$ cat src/rtl/uart_pkg.sv
// Shared definitions for the 7N1 UART transmitter: FSM state encoding,
// default framing constants and a counter-width helper.
package uart_pkg;

  localparam int unsigned UART_WORD_SIZE    = 8;
  localparam int unsigned UART_DATA_BITS    = 7;
  localparam int unsigned UART_CLKS_PER_BIT = 16;

  typedef enum logic [1:0] {
    ST_IDLE  = 2'd0,
    ST_START = 2'd1,
    ST_DATA  = 2'd2,
    ST_STOP  = 2'd3
  } uart_state_e;

  // Width needed to count 0..n-1, never less than one bit.
  function automatic int unsigned cnt_width(input int unsigned n);
    return (n > 1) ? $clog2(n) : 1;
  endfunction

endpackage

$ cat src/rtl/uart_baud_counter.sv
// Bit-period timer: counts clk_i cycles and flags the last cycle of each
// period; restart_i forces the count back to zero.
module uart_baud_counter
  import uart_pkg::*;
#(
  parameter int unsigned p_clks_per_bit = UART_CLKS_PER_BIT
) (
  input  logic clk_i,
  input  logic rst_n_i,
  input  logic restart_i,
  output logic done_o
);

  localparam int unsigned CW = cnt_width(p_clks_per_bit);
  localparam logic [CW-1:0] LAST = CW'(p_clks_per_bit - 1);

  logic [CW-1:0] cnt_q;

  // Wrapping on done_o lets consecutive periods in one state chain seamlessly.
  always_ff @(posedge clk_i) begin
    if (!rst_n_i) begin
      cnt_q <= '0;
    end else if (restart_i || done_o) begin
      cnt_q <= '0;
    end else begin
      cnt_q <= cnt_q + CW'(1);
    end
  end

  assign done_o = (cnt_q == LAST);

endmodule

$ cat src/rtl/uart_tx.sv
// UART transmitter pulling words from a first-word-fall-through FIFO and
// sending p_data_bits data bits LSB first with one start and one stop bit.
module uart_tx
  import uart_pkg::*;
#(
  parameter int unsigned p_word_size    = UART_WORD_SIZE,
  parameter int unsigned p_data_bits    = UART_DATA_BITS,
  parameter int unsigned p_clks_per_bit = UART_CLKS_PER_BIT
) (
  input  logic                   clk_i,
  input  logic                   rst_n_i,
  input  logic [p_word_size-1:0] fifo_data_i,
  input  logic                   fifo_valid_i,
  output logic                   fifo_read_o,
  input  logic                   tx_enable_i,
  output logic                   tx_o,
  output logic                   busy_o
);

  // FIFO handshake: fifo_valid_i means fifo_data_i holds the head word; a
  // one-cycle fifo_read_o consumes it on the same rising edge.

  localparam int unsigned BW = cnt_width(p_data_bits);
  localparam logic [BW-1:0] LAST_BIT = BW'(p_data_bits - 1);

  uart_state_e            state_q, state_d;
  logic [p_data_bits-1:0] shift_q, shift_d;
  logic [BW-1:0]          bit_q, bit_d;
  logic                   tx_q, tx_d;
  logic                   pop;
  logic                   baud_done;
  logic                   baud_restart;

  assign pop         = (state_q == ST_IDLE) & fifo_valid_i & tx_enable_i & rst_n_i;
  assign fifo_read_o = pop;
  assign busy_o      = (state_q != ST_IDLE);
  assign tx_o        = tx_q;

  generate
    if (p_word_size > p_data_bits) begin : g_unused_upper
      logic unused_upper;
      assign unused_upper = ^fifo_data_i[p_word_size-1:p_data_bits];
    end
  endgenerate

  always_comb begin
    state_d = state_q;
    shift_d = shift_q;
    bit_d   = bit_q;
    case (state_q)
      ST_IDLE: begin
        if (pop) begin
          state_d = ST_START;
          shift_d = fifo_data_i[p_data_bits-1:0];
          bit_d   = '0;
        end
      end
      ST_START: begin
        if (baud_done) state_d = ST_DATA;
      end
      ST_DATA: begin
        if (baud_done) begin
          shift_d = shift_q >> 1;
          if (bit_q == LAST_BIT) begin
            state_d = ST_STOP;
            bit_d   = '0;
          end else begin
            bit_d = bit_q + BW'(1);
          end
        end
      end
      ST_STOP: begin
        if (baud_done) state_d = ST_IDLE;
      end
      default: state_d = ST_IDLE;
    endcase
  end

  // The line value is derived from the next state so tx_o changes on the
  // same edge the state does.
  always_comb begin
    tx_d = 1'b1;
    case (state_d)
      ST_START: tx_d = 1'b0;
      ST_DATA:  tx_d = shift_d[0];
      default:  tx_d = 1'b1;
    endcase
  end

  // Hold the timer at zero in IDLE and restart it on every state entry.
  assign baud_restart = (state_q == ST_IDLE) | (state_d != state_q);

  uart_baud_counter #(
    .p_clks_per_bit(p_clks_per_bit)
  ) u_baud (
    .clk_i    (clk_i),
    .rst_n_i  (rst_n_i),
    .restart_i(baud_restart),
    .done_o   (baud_done)
  );

  always_ff @(posedge clk_i) begin
    if (!rst_n_i) begin
      state_q <= ST_IDLE;
      shift_q <= '0;
      bit_q   <= '0;
      tx_q    <= 1'b1;
    end else begin
      state_q <= state_d;
      shift_q <= shift_d;
      bit_q   <= bit_d;
      tx_q    <= tx_d;
    end
  end

endmodule

$ cat config.mk
export PLATFORM = sky130hd
export DESIGN_NAME = uart_tx
export DESIGN_NICKNAME = d
export VERILOG_FILES = /design/src/rtl/uart_pkg.sv /design/src/rtl/uart_baud_counter.sv /design/src/rtl/uart_tx.sv
export SDC_FILE = /design/constraint.sdc
export NUM_CORES = 1
export LEC_CHECK = 0
export ABC_AREA = 1
export CAP_MARGIN = 0
export CORE_ASPECT_RATIO = 0.8
export CORE_UTILIZATION = 34
export DETAILED_ROUTE_END_ITERATION = 16
export PLACE_DENSITY = 0.58
export REMOVE_ABC_BUFFERS = 1
export SYNTH_ARGS = -nofsm -noshare
export SYNTH_HDL_FRONTEND = slang
export SYNTH_HIERARCHICAL = 1
export SYNTH_SLANG_ARGS = --single-unit
$ cat constraint.sdc
create_clock -name clk_i -period 1.4 [get_ports clk_i]
set_input_delay 0.14 -clock clk_i [delete_from_list [all_inputs] [get_ports clk_i]]
set_output_delay 0.14 -clock clk_i [all_outputs]
set_load 0.01 [all_outputs]
# Word-level counts from Yosys, hierarchy flattened
# Cells that the tools add are included.
[totals] register_bits=17 input_bits=12 out_inout_bits=3 wordCells=43
[classes] addsub=2 eq_ne=10 n_mux=14 bitwise_logic=5 reduce_logical=6
[op_table] op="7-bit two-way mux" n=2
[op_table] op="7-bit case mux with 2 select lines" n=1
[op_table] op="2-bit two-way mux" n=5
[op_table] op="3-bit two-way mux" n=3
[op_table] op="2-bit case mux with 4 select lines" n=1
[op_table] op="2-bit equality test, second input constant" n=3
[op_table] op="3-bit case mux with 2 select lines" n=1
[op_table] op="4-bit by 1-bit adder with 4-bit output, second input constant" n=1
[op_table] op="2-bit by 1-bit equality test with 1-bit output, second input constant" n=2
[op_table] op="4-bit equality test, second input constant" n=1
[op_table] op="2-bit nonzero test" n=2
[op_table] op="3-bit by 1-bit adder with 3-bit output, second input constant" n=1
[op_table] op="1-bit AND" n=3
[op_table] op="3-bit equality test, second input constant" n=1
[op_table] op="3-bit AND reduction" n=1
[op_table] op="2-bit zero test" n=1
[op_table] op="2-bit by 1-bit inequality test with 1-bit output, second input constant" n=1
[op_table] op="2-bit inequality test" n=1
[op_table] op="2-bit inequality test, second input constant" n=1
[op_table] op="1-bit case mux with 2 select lines" n=1
[op_table] op="2-bit OR reduction" n=1
[op_table] op="1-bit logical OR" n=1
[op_table] op="1-bit NOT" n=1
[op_table] op="1-bit bitwise OR" n=1

# Logic depth before layout (Yosys ltp)
# Gate-level depths: netlist of the first run.
[logic_depth] ltp_word=10 depth_mapped=11 depth_no_buf=11

# Hierarchy
# Netlist of the first run, hierarchy kept.
[by_module_without_submodules] module="uart_tx" n_inst=1 cells_each=91 area_each_um2=684.4 seq_area_each_um2=260.2
[by_module_without_submodules] module="uart_baud_counter" n_inst=1 cells_each=20 area_each_um2=170.2 seq_area_each_um2=80.1

# Least setup slack after synthesis of the first run
# No wires, ideal clock.
[synth_timing] kind="reg-to-reg" start="register u_baud.cnt_q[0]" end="register u_baud.cnt_q[3]" setup_time_ns=0.117 arrival_ns=1.404 t_required_ns=1.283 path_slack_ns=-0.121 path_stages_with_launch=11 n_path_buf=0 period_less_slack_ns=1.521 cell_sequence="dfxtp_1 ha_1 nand3_2 inv_1 inv_1 nor2_8 nand2_2 a21oi_1 nor2_1 nand2_2 a21oi_1"
[synth_via] elab_chain_len=7 word_cells_on_any_way=10 cone_classes="add/sub (1); eq/ne (2); mux (4); bitwise (1); reduce/logical (2)"
[synth_lines] element="start, declared" line="uart_baud_counter.sv:17" rtl="logic [CW-1:0] cnt_q;"
[synth_lines] element="start signal, assigned" line="uart_baud_counter.sv:26" rtl="cnt_q <= cnt_q + CW'(1);"
[synth_lines] element="4-bit equality test (*)" line="uart_baud_counter.sv:30" rtl="assign done_o = (cnt_q == LAST);"
[synth_lines] element="via baud_done" line="uart_tx.sv:31" rtl="logic baud_done;"
[synth_lines] element="2-bit two-way mux, on equally long branches" line="uart_tx.sv:73, uart_tx.sv:59, uart_tx.sv:62"
[synth_lines] element="2-bit case mux with 4 select lines (*)" line="uart_tx.sv:50" rtl="case (state_q)"
[synth_lines] element="2-bit inequality test (*)" line="uart_tx.sv:91" rtl="assign baud_restart = (state_q == ST_IDLE) | (state_d != state_q);"
[synth_lines] element="1-bit bitwise OR (*)" line="uart_tx.sv:91"
[synth_lines] element="via baud_restart" line="uart_tx.sv:32" rtl="logic baud_restart;"
[synth_lines] element="1-bit logical OR (*)" line="uart_baud_counter.sv:23" rtl="end else if (restart_i || done_o) begin"
[synth_lines] element="2-bit OR reduction (no line) (*)"
# Mark *: on every way through the listed nets, which the timed path passes. The rest lies on a longest branch.
# A chain may end at the register's enable or synchronous reset.

# Final worst setup path of the first run
[layout_timing] start="register u_baud.cnt_q[0]" end="register state_q[1]"
[layout_via] elab_chain_len=3 word_cells_on_any_way=5 cone_classes="eq/ne (1); mux (4)"
[layout_lines] element="4-bit equality test (*)" line="uart_baud_counter.sv:30"
[layout_lines] element="via baud_done" line="uart_tx.sv:31"
[layout_lines] element="2-bit two-way mux, on equally long branches" line="uart_tx.sv:73, uart_tx.sv:59, uart_tx.sv:62"
[layout_lines] element="2-bit case mux with 4 select lines (*)" line="uart_tx.sv:50"
[layout_lines] element="end signal, assigned" line="uart_tx.sv:109" rtl="state_q <= state_d;"
[layout_lines] element="end, declared" line="uart_tx.sv:26" rtl="uart_state_e state_q, state_d;"
# Marks and branches as above.

==> results.md, run 1 <==
Power and ir drop:
- The proportion of power drawn by combinational gates is 14.4%.
- The net switching power is 235 uW.
- The proportion of total power due to net switching is 26.0%.
- Of the total power, registers draw 55.8%.
- Of the total power, the clock network draws 29.8%.
- The cell-internal power is 669 uW.
- Power comes to 904 uW.
- The total power density per cell area is 683 nW/um2.
- The worst IR drop on VDD is 0.000398 V.
- The leakage power total is 0.575 nW.

Timing:
- The number of endpoints with negative hold slack in the final report came to 0.
- Setup repair after global routing could not meet its margin everywhere.
- The slack of the critical path is 0.0209 ns.
- Measured against its own limit, the worst slew margin works out to 80.5%.
- Dividing the final minimum period by the clock period gives 98.5%.
- For the pin with the worst max-slew slack, the measured transition is 0.293 ns.
- The maximum clock frequency is 725 MHz.
- Setup violations remaining at the end of the flow were counted as 0.
- The minimum clock period is 1.38 ns.
- The number of pins with negative max-slew slack in the final report came to 0.
- For the final database, setup skew stands at 0.00516 ns.

Placed design:
- The cell area after placement is 1120 um2.
- The pre-CTS setup slack is -0.217 ns.
- The placed wire-length estimate is 1440 um.
- Once placement completed, the tool counted placed cells totaling 171.
- The number of buffers inserted by port buffering is 13.
- At the end of routability-driven placement, the weighted congestion stood at 0.743.

Final layout:
- Excluding fillers, the count of instances in the completed layout stands at 185.
- The final antenna diode count is 0.
- From synthesis to final layout, the design area changed by 54.8%.
- Leaving out fill and tap cells, the most frequent cells in the layout are nand2_1 (32), buf_4 (20), dfxtp_1 (15), clkdlybuf4s50_1 (11), nor2_1 (10).
- The post-route cell area is 1320 um2.
- After filler insertion, the fill cell instance count of the layout stands at 209.
- The final layout contains 165 nets.
- The fraction of final layout cells sized beyond drive strength 1 is 37.1%.
- The commonest non-fill, non-tap cell in the layout is nand2_1.

Logic synthesis:
- Synthesis produced 111 cells.
- The distinct cell type count of the synthesized netlist is 21.
- The share of synthesized area occupied by flip-flops and latches is 39.8%.
- The number of warnings reported in the yosys synthesis log is 6.
- After synthesis, the mean cell area works out to 7.70 um2.
- In this run the cell area of the synthesized design comes to 855 um2.
- The flop and latch count out of synthesis is 17.

Route:
- In this run, the number of DRC markers left after iteration 0 of detailed routing was 22.
- The average routed wire per standard cell is 10.9 um.
- The count of nets left with antenna violations once routing finished came out at 0.
- For this run, design rule violations remaining after detail routing come to 1.
- The total wirelength of the detailed-routed design is 2010 um.
- The post-detailed-route via-to-cell ratio is 4.48.
- The total via count in the routed design is 828.
- Before antenna repair, the detailed router went through 9 iterations.

Worst setup path:
- For flop-to-flop paths, the worst setup slack is 0.02 ns.
- In this run the worst path has a maximum fanout of 4.
- The kind of end point of the critical path is a flip-flop.
- The cell count of the worst reg-to-reg path is 9.
- The worst register-to-register path begins at u_baud/cnt_q[0].
- The data required time of the critical path is 1.61 ns.
- STA puts the critical path data arrival time at 1.59 ns.
- The capture point of the worst reg-to-reg path is state_q[1].
- The worst setup path is launched from a flip-flop.
- The type of the worst setup path is reg2reg.

Job:
- The tool flagged a number of max-cap violations equal to 0.

Global route:
- The number of antenna violations at the first check in global routing is 0.
- Summed over all layers, the global routing overflow is 0.
- The number of global-route vias before repair came to 754.
- The first global-routing pass estimated 3200 um of wire.
- The all-layer global routing usage is 16.0%.
- Entering global routing, the biggest net connects 11 pins.

Floorplanning:
- The floorplan step defined a die boundary enclosing 2720 um2.
- 15 I/O pins were placed.
- The floorplan step set the die height to 46.8 um.
- Once the floorplan was initialized, standard cells occupied 37.6% of the core.
- The number of rows created at floorplan is 15.
- The die width is 58.1 um.
- The core region is 2270 um2.

Hold path:
- In this run the most critical hold path is launched from fifo_data_i[6].
- The number of cells traversed by the worst hold path is 3.
- The class of the most critical hold timing path is in2reg.
- The destination of the worst hold path is shift_q[6].

CTS:
- The clock passes through at most 2 buffers.
- The clock slew at the register clock pins of the worst setup and hold paths is 0.10 ns.
- The maximum level of the CTS H-tree is 1.
- After clock tree synthesis, the flow added hold-fix buffers numbering 0.
- The total number of clock tree sinks is 17.
- The root buffer cell is clkbuf_4.
- TritonCTS built the clock tree.
- The insertion delay to the later sink of the worst-skew pair is 0.29 ns.
- Counting the buffers created by CTS gives 3.

Outcome:
- The run finished, with violations left.
- The final reports fail on design-rule violations.
-- cell usage after synthesis --
master    instances  area [um2]
nand2_4           2        22.5
nor2_1           13        48.8
xnor2_1           1        8.76
nand4_1           2        12.5
nand2_2           2        12.5
o21bai_2          1        11.3
a31oi_1           5        31.3
o21ai_2           1        8.76
and2_1            1        6.26
nor2_2            1        6.26
nand3_2           2        20.0
a21oi_2           1        8.76
dfxtp_1          17         340
nand2_1          32         120
nor2_8            3        60.1
a21oi_1           6        30.0
ha_1              1        12.5
inv_1            13        48.8
nand3_1           4        20.0
nand3_4           1        17.5
inv_2             2        7.51
-- logic make-up after synthesis --
kind of cell	after synthesis	synth area share (%)
xor gates and xnor gates	1	1.03
AOI/OAI and AO/OA	14	10.5
adders and majority gates	1	1.46
DFF	17	39.8
buffers and inverters	15	6.59
and+or+nand+nor	63	40.6
-- registers in the layout, summed over array words and instances (netlist names) --
register	count
state_q	2
shift_q	7
tx_o	1
bit_q	3
u_baud/cnt_q	4
-- cell type report --
type                       count  area, um2  area share [%]
clock buffer                   3       22.5            1.70
clock inverter                 1       5.00           0.378
inverter                      15       61.3            4.64
multi-input combinational     80        539            40.8
sequential                    17        343            25.9
tap                           34       42.5            3.22
timing repair buffer          35        309            23.4
-- power by group through the flow --
stage / clock (mW) / sequential (mW) / combinational (mW)
6_report: 0.269 / 0.505 / 0.130
5_1_grt: 0.302 / 0.506 / 0.141
4_1_cts: 0.289 / 0.505 / 0.120
3_5_place_dp: 0 / 0.515 / 0.119
3_3_place_gp: 0 / 0.515 / 0.118
2_1_floorplan: 0 / 0.515 / 0.0533
-- critical path, stage by stage (launching register included) --
cell and delay [ns]:
dfxtp_2 0.37, ha_4 0.15, nand3_4 0.08, inv_4 0.08, buf_6 0.13, a21oi_4 0.06, nor2_4 0.14, nor2_4 0.04
buf_4 0.12, buf_4 0.11
-- what timing repair did --
action	in CTS	in global routing
endpoints found under the setup margin	15	12
buffers inserted	6	3
cloned	0	1
endpoints found under the hold margin	0	0
resized for setup	16	9
pin swaps	7	11
-- worst max-delay path by stage --
stage	startpoint	end	slack, ns
6_report	u_baud/cnt_q[0]	state_q[1]	0.02
5_1_grt	u_baud/cnt_q[0]	bit_q[1]	-0.05
4_1_cts	u_baud/cnt_q[1]	tx_o	0.003
3_5_place_dp	rst_n_i	fifo_read_o	-0.22
3_3_place_gp	rst_n_i	fifo_read_o	-0.23
2_1_floorplan	u_baud/cnt_q[0]	u_baud/cnt_q[3]	-0.12
-- layer usage --
layer  track usage [%]  up-vias  share of wire [%]
met5                 0        -                  0
met4              2.86        0                  0
met3              4.96        0                3.6
met2              25.7       12                 46
met1              21.6      382                 51
li1                  -      434                  -
-- through the flow --
step	utilization (%)	hold WS, ns	TNS (ns)
final	58.2	0.391	0
after global routing	58.2	0.408	-0.266
after CTS	54.8	0.376	0
after detailed placement	49.5	0.453	-1.69
after global placement	49.5	0.447	-1.39
after floorplan	-	0.267	-0.664
Note: power is estimated with default switching activity, not from simulation.
==> run 2: changes to the inputs <==
--- a/config.mk
+++ b/config.mk
@@ -10,9 +10,9 @@
 export CORE_ASPECT_RATIO = 0.8
 export CORE_UTILIZATION = 34
 export DETAILED_ROUTE_END_ITERATION = 16
-export PLACE_DENSITY = 0.58
+export DONT_BUFFER_PORTS = 1
+export PLACE_DENSITY = 0.5
 export REMOVE_ABC_BUFFERS = 1
 export SYNTH_ARGS = -nofsm -noshare
 export SYNTH_HDL_FRONTEND = slang
-export SYNTH_HIERARCHICAL = 1
 export SYNTH_SLANG_ARGS = --single-unit
==> run 2 against run 1 <==
Compared with the run above: the flow still finishes with violations (design-rule violations); clock skew down 0.00074 ns; hold slack worse by 0.38 ns; power down 7.1%; critical path type unchanged; highest routed layer is now met4.
==> results.md, run 2 <==
Worst setup path:
- The startpoint class of the critical path is a flip-flop.
- The slowest library cell on the worst path is dfxtp_2.
- The data arrival time at the worst-slack endpoint is 1.48 ns (-0.11 ns).
- The cell count of the worst reg-to-reg path was 8 (-1).
- The reg2reg setup slack was 0.11 ns (+0.09 ns).
- The critical path goes through ha_2, nand3_4, inv_4, nand3_1, nand2_1, nand3_1, nor2_1, nor2_1.
- Among cell families on the critical path, the largest total delay comes from simple AND/OR/NAND/NOR gates.
- The critical-path maximum fanout is 5 (+1).
- The type of the worst setup path is reg2reg.
- The reg-to-reg startpoint is u_baud.cnt_q[0].
- The delay of the slowest cell on the worst path is 0.35 ns (-0.02 ns).
- The kind of end point of the critical path is a flip-flop.
- The worst register-to-register path ends at tx_o.
- The number of buffers and inverters on the critical path is 1 (-3).
- The data required time of the critical path is 1.59 ns (-0.02 ns).

Final layout:
- The post-layout net count is 137 (-17%).
- The sequential cell area in the final layout is 342 um2 (-0.36%).
- The largest registers in the layout are shift_q: 7 flops, u_baud.cnt_q: 4 flops, bit_q: 3 flops.
- The library cell used most frequently in the layout, excluding fill and tap cells, is nand2_1.
- The number of flip-flops in the largest register is 7 (unchanged).
- The fraction of final layout cells sized beyond drive strength 1 was 21.1% (-16 points).
- The multi-input gate area in the final layout is 440 um2 (-18%).
- The final antenna diode count is 0 (unchanged).
- Counting flops per register, the top entry is shift_q.
- The relative area change from synthesis to final layout is 16.9%.
- The layout filler cell count is 254 (+22%).
- In the layout the commonest cells are nand2_1 (33), dfxtp_1 (16), inv_1 (11), nor2_1 (10), nand3_1 (7).

Power and ir drop:
- The total power density per cell area is 874 nW/um2 (+28%).
- The worst IR drop on VDD is 0.000463 V (+16%).
- The portion of total power attributed to the clock network came to 31.4% (+1.6 points).
- The proportion of power drawn by combinational gates is 8.2% (-6.2 points).
- The leakage power total is 0.398 nW (-31%).
- The proportion of total power due to net switching is 24.4% (-1.6 points).
- The cell-internal power is 635 uW (-5.1%).
- The net switching power is 205 uW (-13%).
- The sequential share of power is 60.4% (+4.6 points).

Logic synthesis:
- The compound-cell area share of the yosys netlist is 7.61% (-2.9 points).
- The distinct cell type count of the synthesized netlist was 21 (unchanged).
- The adder and majority cell fraction of the synthesized area is 1.52% (+0.058 points).
- Ranked by total cell area, the synthesized netlist is headed by dfxtp_1 (41%), nand2_1 (15%), inv_1 (5.0%).
- The most used flip-flop cell after synthesis is dfxtp_1.
- The multiplexer share of the synthesized area came to 0% (unchanged).
- The synthesized area per cell is 7.27 um2 (-5.5%).
- The number of flops mapped to enable cells by yosys is 0 (unchanged).
- The flop and latch count out of synthesis is 17 (unchanged).
- The dominant combinational cell family by area after synthesis is simple AND/OR/NAND/NOR gates.
- The share of synthesized area occupied by flip-flops and latches was 41.4% (+1.6 points).
- The share of async-settable or async-resettable flops after synthesis was 0% (unchanged).
- The number of warnings reported in the yosys synthesis log is 0 (-6).
- The gate count of the mapped netlist is 113 (+1.8%).
- The share of synthesized cell area in and, or, nand and nor gates is 40.5% (-0.069 points).
- Counting instances in the post-synthesis netlist gives the leading cell types as nand2_1 (33), dfxtp_1 (17), inv_1 (11).
- The XOR/XNOR share of the synthesized area is 1.07% (+0.041 points).
- The portion of synthesized cell area occupied by the leading cell type came to 41.4% (+1.6 points).
- Of all cell types, the one taking the most synthesized area is dfxtp_1.
- The post-synthesis instance area is 822 um2 (-3.8%).
- In the post-synthesis netlist, the cell with the most instances is nand2_1.

Route:
- The post-detailed-route via-to-cell ratio is 4.72 (+5.4%).
- The top routing layer in use is met4.
- The met3 layer wire length in the routed design is 76 um (+4.1%).
- The number of DRC markers in iteration 0 was 16 (-27%).
- The number of antenna-violating nets in the routed design is 0 (unchanged).
- The number of optimization iterations in the first detailed-route pass was 10 (+1).
- The total wirelength of the detailed-routed design is 1540 um (-23%).
- The average routed wire per standard cell was 10.4 um (-4.3%).
- The amount of wire on met2 after detailed routing is 694 um (-24%).
- The total via count in the routed design is 698 (-16%).
- The remaining routing DRC violations was 2 (+1).
- The wire length the detailed router placed on met1 is 757 um (-26%).

Global route:
- The final global-route overflow total is 0 (unchanged).
- The global-route wire length before repair is 2300 um (-28%).
- The maximum number of pins on one net before global-route repair is 11 (unchanged).
- The all-layer global routing usage is 12.3% (-3.7 points).
- The number of antenna violations at the first check in global routing was 0 (unchanged).
- The number of global-route vias before repair is 510 (-32%).

Floorplanning:
- The number of rows created at floorplan came to 15 (unchanged).
- The die boundary height is 46.0 um (-1.8%).
- The overall die area was 2620 um2 (-3.7%).
- The number of top-level design ports is 15 (unchanged).
- The area inside the core boundary was 2210 um2 (-2.5%).
- The die width was 57.0 um (-1.9%).
- The initial standard-cell utilization of the core is 37.1% (-0.51 points).

CTS:
- The clock slew at the register clock pins of the worst setup and hold paths was 0.10 ns (about the same).
- The clock buffer count from CTS was 3 (unchanged).
- The cell sitting at the root of the clock tree is a clkbuf_4.
- The number of buffers inserted by post-CTS setup repair is 0 (-6).
- The maximum level of the CTS H-tree is 1 (unchanged).
- The maximum buffer depth of the clock tree is 2 (unchanged).
- The TritonCTS clock tree is built.
- The total number of clock tree sinks is 17 (unchanged).
- The insertion delay to the later sink of the worst-skew pair is 0.29 ns (about the same).

Timing:
- The number of pins with negative max-slew slack in the final report came to 0 (unchanged).
- The setup TNS is 0 ns (unchanged).
- The worst slew slack as a fraction of its limit came to 80.3% (-0.20 points).
- The number of endpoints with negative hold slack in the final report is 0 (unchanged).
- The share of the clock period used by the worst path after layout is 92.1% (-6.4 points).
- The total setup violations reported at the end of the flow is 0 (unchanged).
- The maximum clock frequency is 776 MHz (+7.0%).
- The worst setup skew after layout came to 0.00443 ns (-0.000736 ns).
- The slew at the pin closest to its max-slew limit came to 0.294 ns (+0.00117 ns).
- The final hold slack is 0.0152 ns (-0.376 ns).
- The minimum clock period is 1.29 ns (-0.0901 ns).

Outcome:
- The checks that failed: design-rule violations.
- The run finished, with violations left.

Job:
- The count of maximum capacitance violations came to 0 (unchanged).

Placed design:
- The placed wire-length estimate came to 1120 um (-22%).
- The number of buffers inserted by port buffering is 0 (-13).
- The final weighted congestion of routability-driven global placement was 0.729 (-1.9%).

Hold path:
- The destination of the worst hold path is shift_q[5].
- The class of the most critical hold timing path is in2reg.
- The startpoint identified for the worst hold timing path is fifo_data_i[5].
- The number of cells traversed by the worst hold path is 2 (-1).
[run 2: changes by cell type after synthesis, sizes merged]
cell    change
nor2        -4
a21oi       -3
nand3       +3
nor3        +3
clkinv      +2
nand2       +2
a31oi       +1
and2        -1
nand4       -1
o21bai      -1
or2         +1
[run 2: timing repair]
action / in CTS / in global routing
endpoints found under the setup margin: 0 / 6
hold buffers: 2 / 2
gates resized for setup: 0 / 7
hold endpoints to repair: 2 / 2
[run 2: worst register-to-register path, cell delays in order, from the launching register on]
cell and delay [ns]:
dfxtp_2 0.35, ha_2 0.21, nand3_4 0.12, inv_4 0.11, nand3_1 0.08, nand2_1 0.12
nand3_1 0.08, nor2_1 0.08, nor2_1 0.04
[run 2: through the flow]
step                worst slack [ns]  instances  instance area (um2)  util [%]  power (mW)
global placement              0.0970        140                  868      39.2       0.576
CTS                           0.0737        146                  915      41.3       0.844
global route                -0.00524        148                  961      43.4       0.885
detailed placement            0.0971        140                  868      39.2       0.576
floorplan                      0.167        113                  822         -       0.565
finish                         0.111        148                  961      43.4       0.840
[run 2: area by class of cell]
type | instances | area share (%)
clock buffers | 4 | 2.73
inverters | 17 | 6.90
multi-input cells | 79 | 45.8
flip-flops and latches | 17 | 35.5
well taps | 25 | 3.26
repair buffers | 6 | 5.73
[run 2: power groups by stage]
stage | sequential [mW] | combinational, mW | clock (mW)
after floorplan | 0.516 | 0.0493 | 0
after global routing | 0.508 | 0.0771 | 0.299
after detailed placement | 0.517 | 0.0591 | 0
final | 0.507 | 0.0688 | 0.264
after CTS | 0.506 | 0.0634 | 0.275
after global placement | 0.517 | 0.0587 | 0
[run 2: cell families after synthesis]
| family | count (synthesis) |
|---|---|
| adders and majority gates | 1 |
| buffers and inverters | 17 |
| AOI/OAI and AO/OA | 11 |
| and+or+nand+nor | 66 |
| xor gates and xnor gates | 1 |
| DFF | 17 |
[run 2: worst max path at each step]
stage                               start           to  slack, ns  cells after the start
after floorplan           u_baud.cnt_q[0]         tx_o       0.17                      7
after global placement    u_baud.cnt_q[0]         tx_o        0.1                      8
after detailed placement  u_baud.cnt_q[0]         tx_o        0.1                      6
after CTS                      state_q[1]  fifo_read_o       0.07                      3
after global routing      u_baud.cnt_q[0]         tx_o     -0.005                      9
final                     u_baud.cnt_q[0]         tx_o       0.11                      8
[run 2: metal layers]
| layer | up-vias | GRT usage, % |
|---|---|---|
| met4 | 0 | 4.39 |
| li1 | 378 | - |
| met1 | 305 | 14.7 |
| met3 | 2 | 5.11 |
| met5 | - | 0 |
| met2 | 13 | 20.2 |
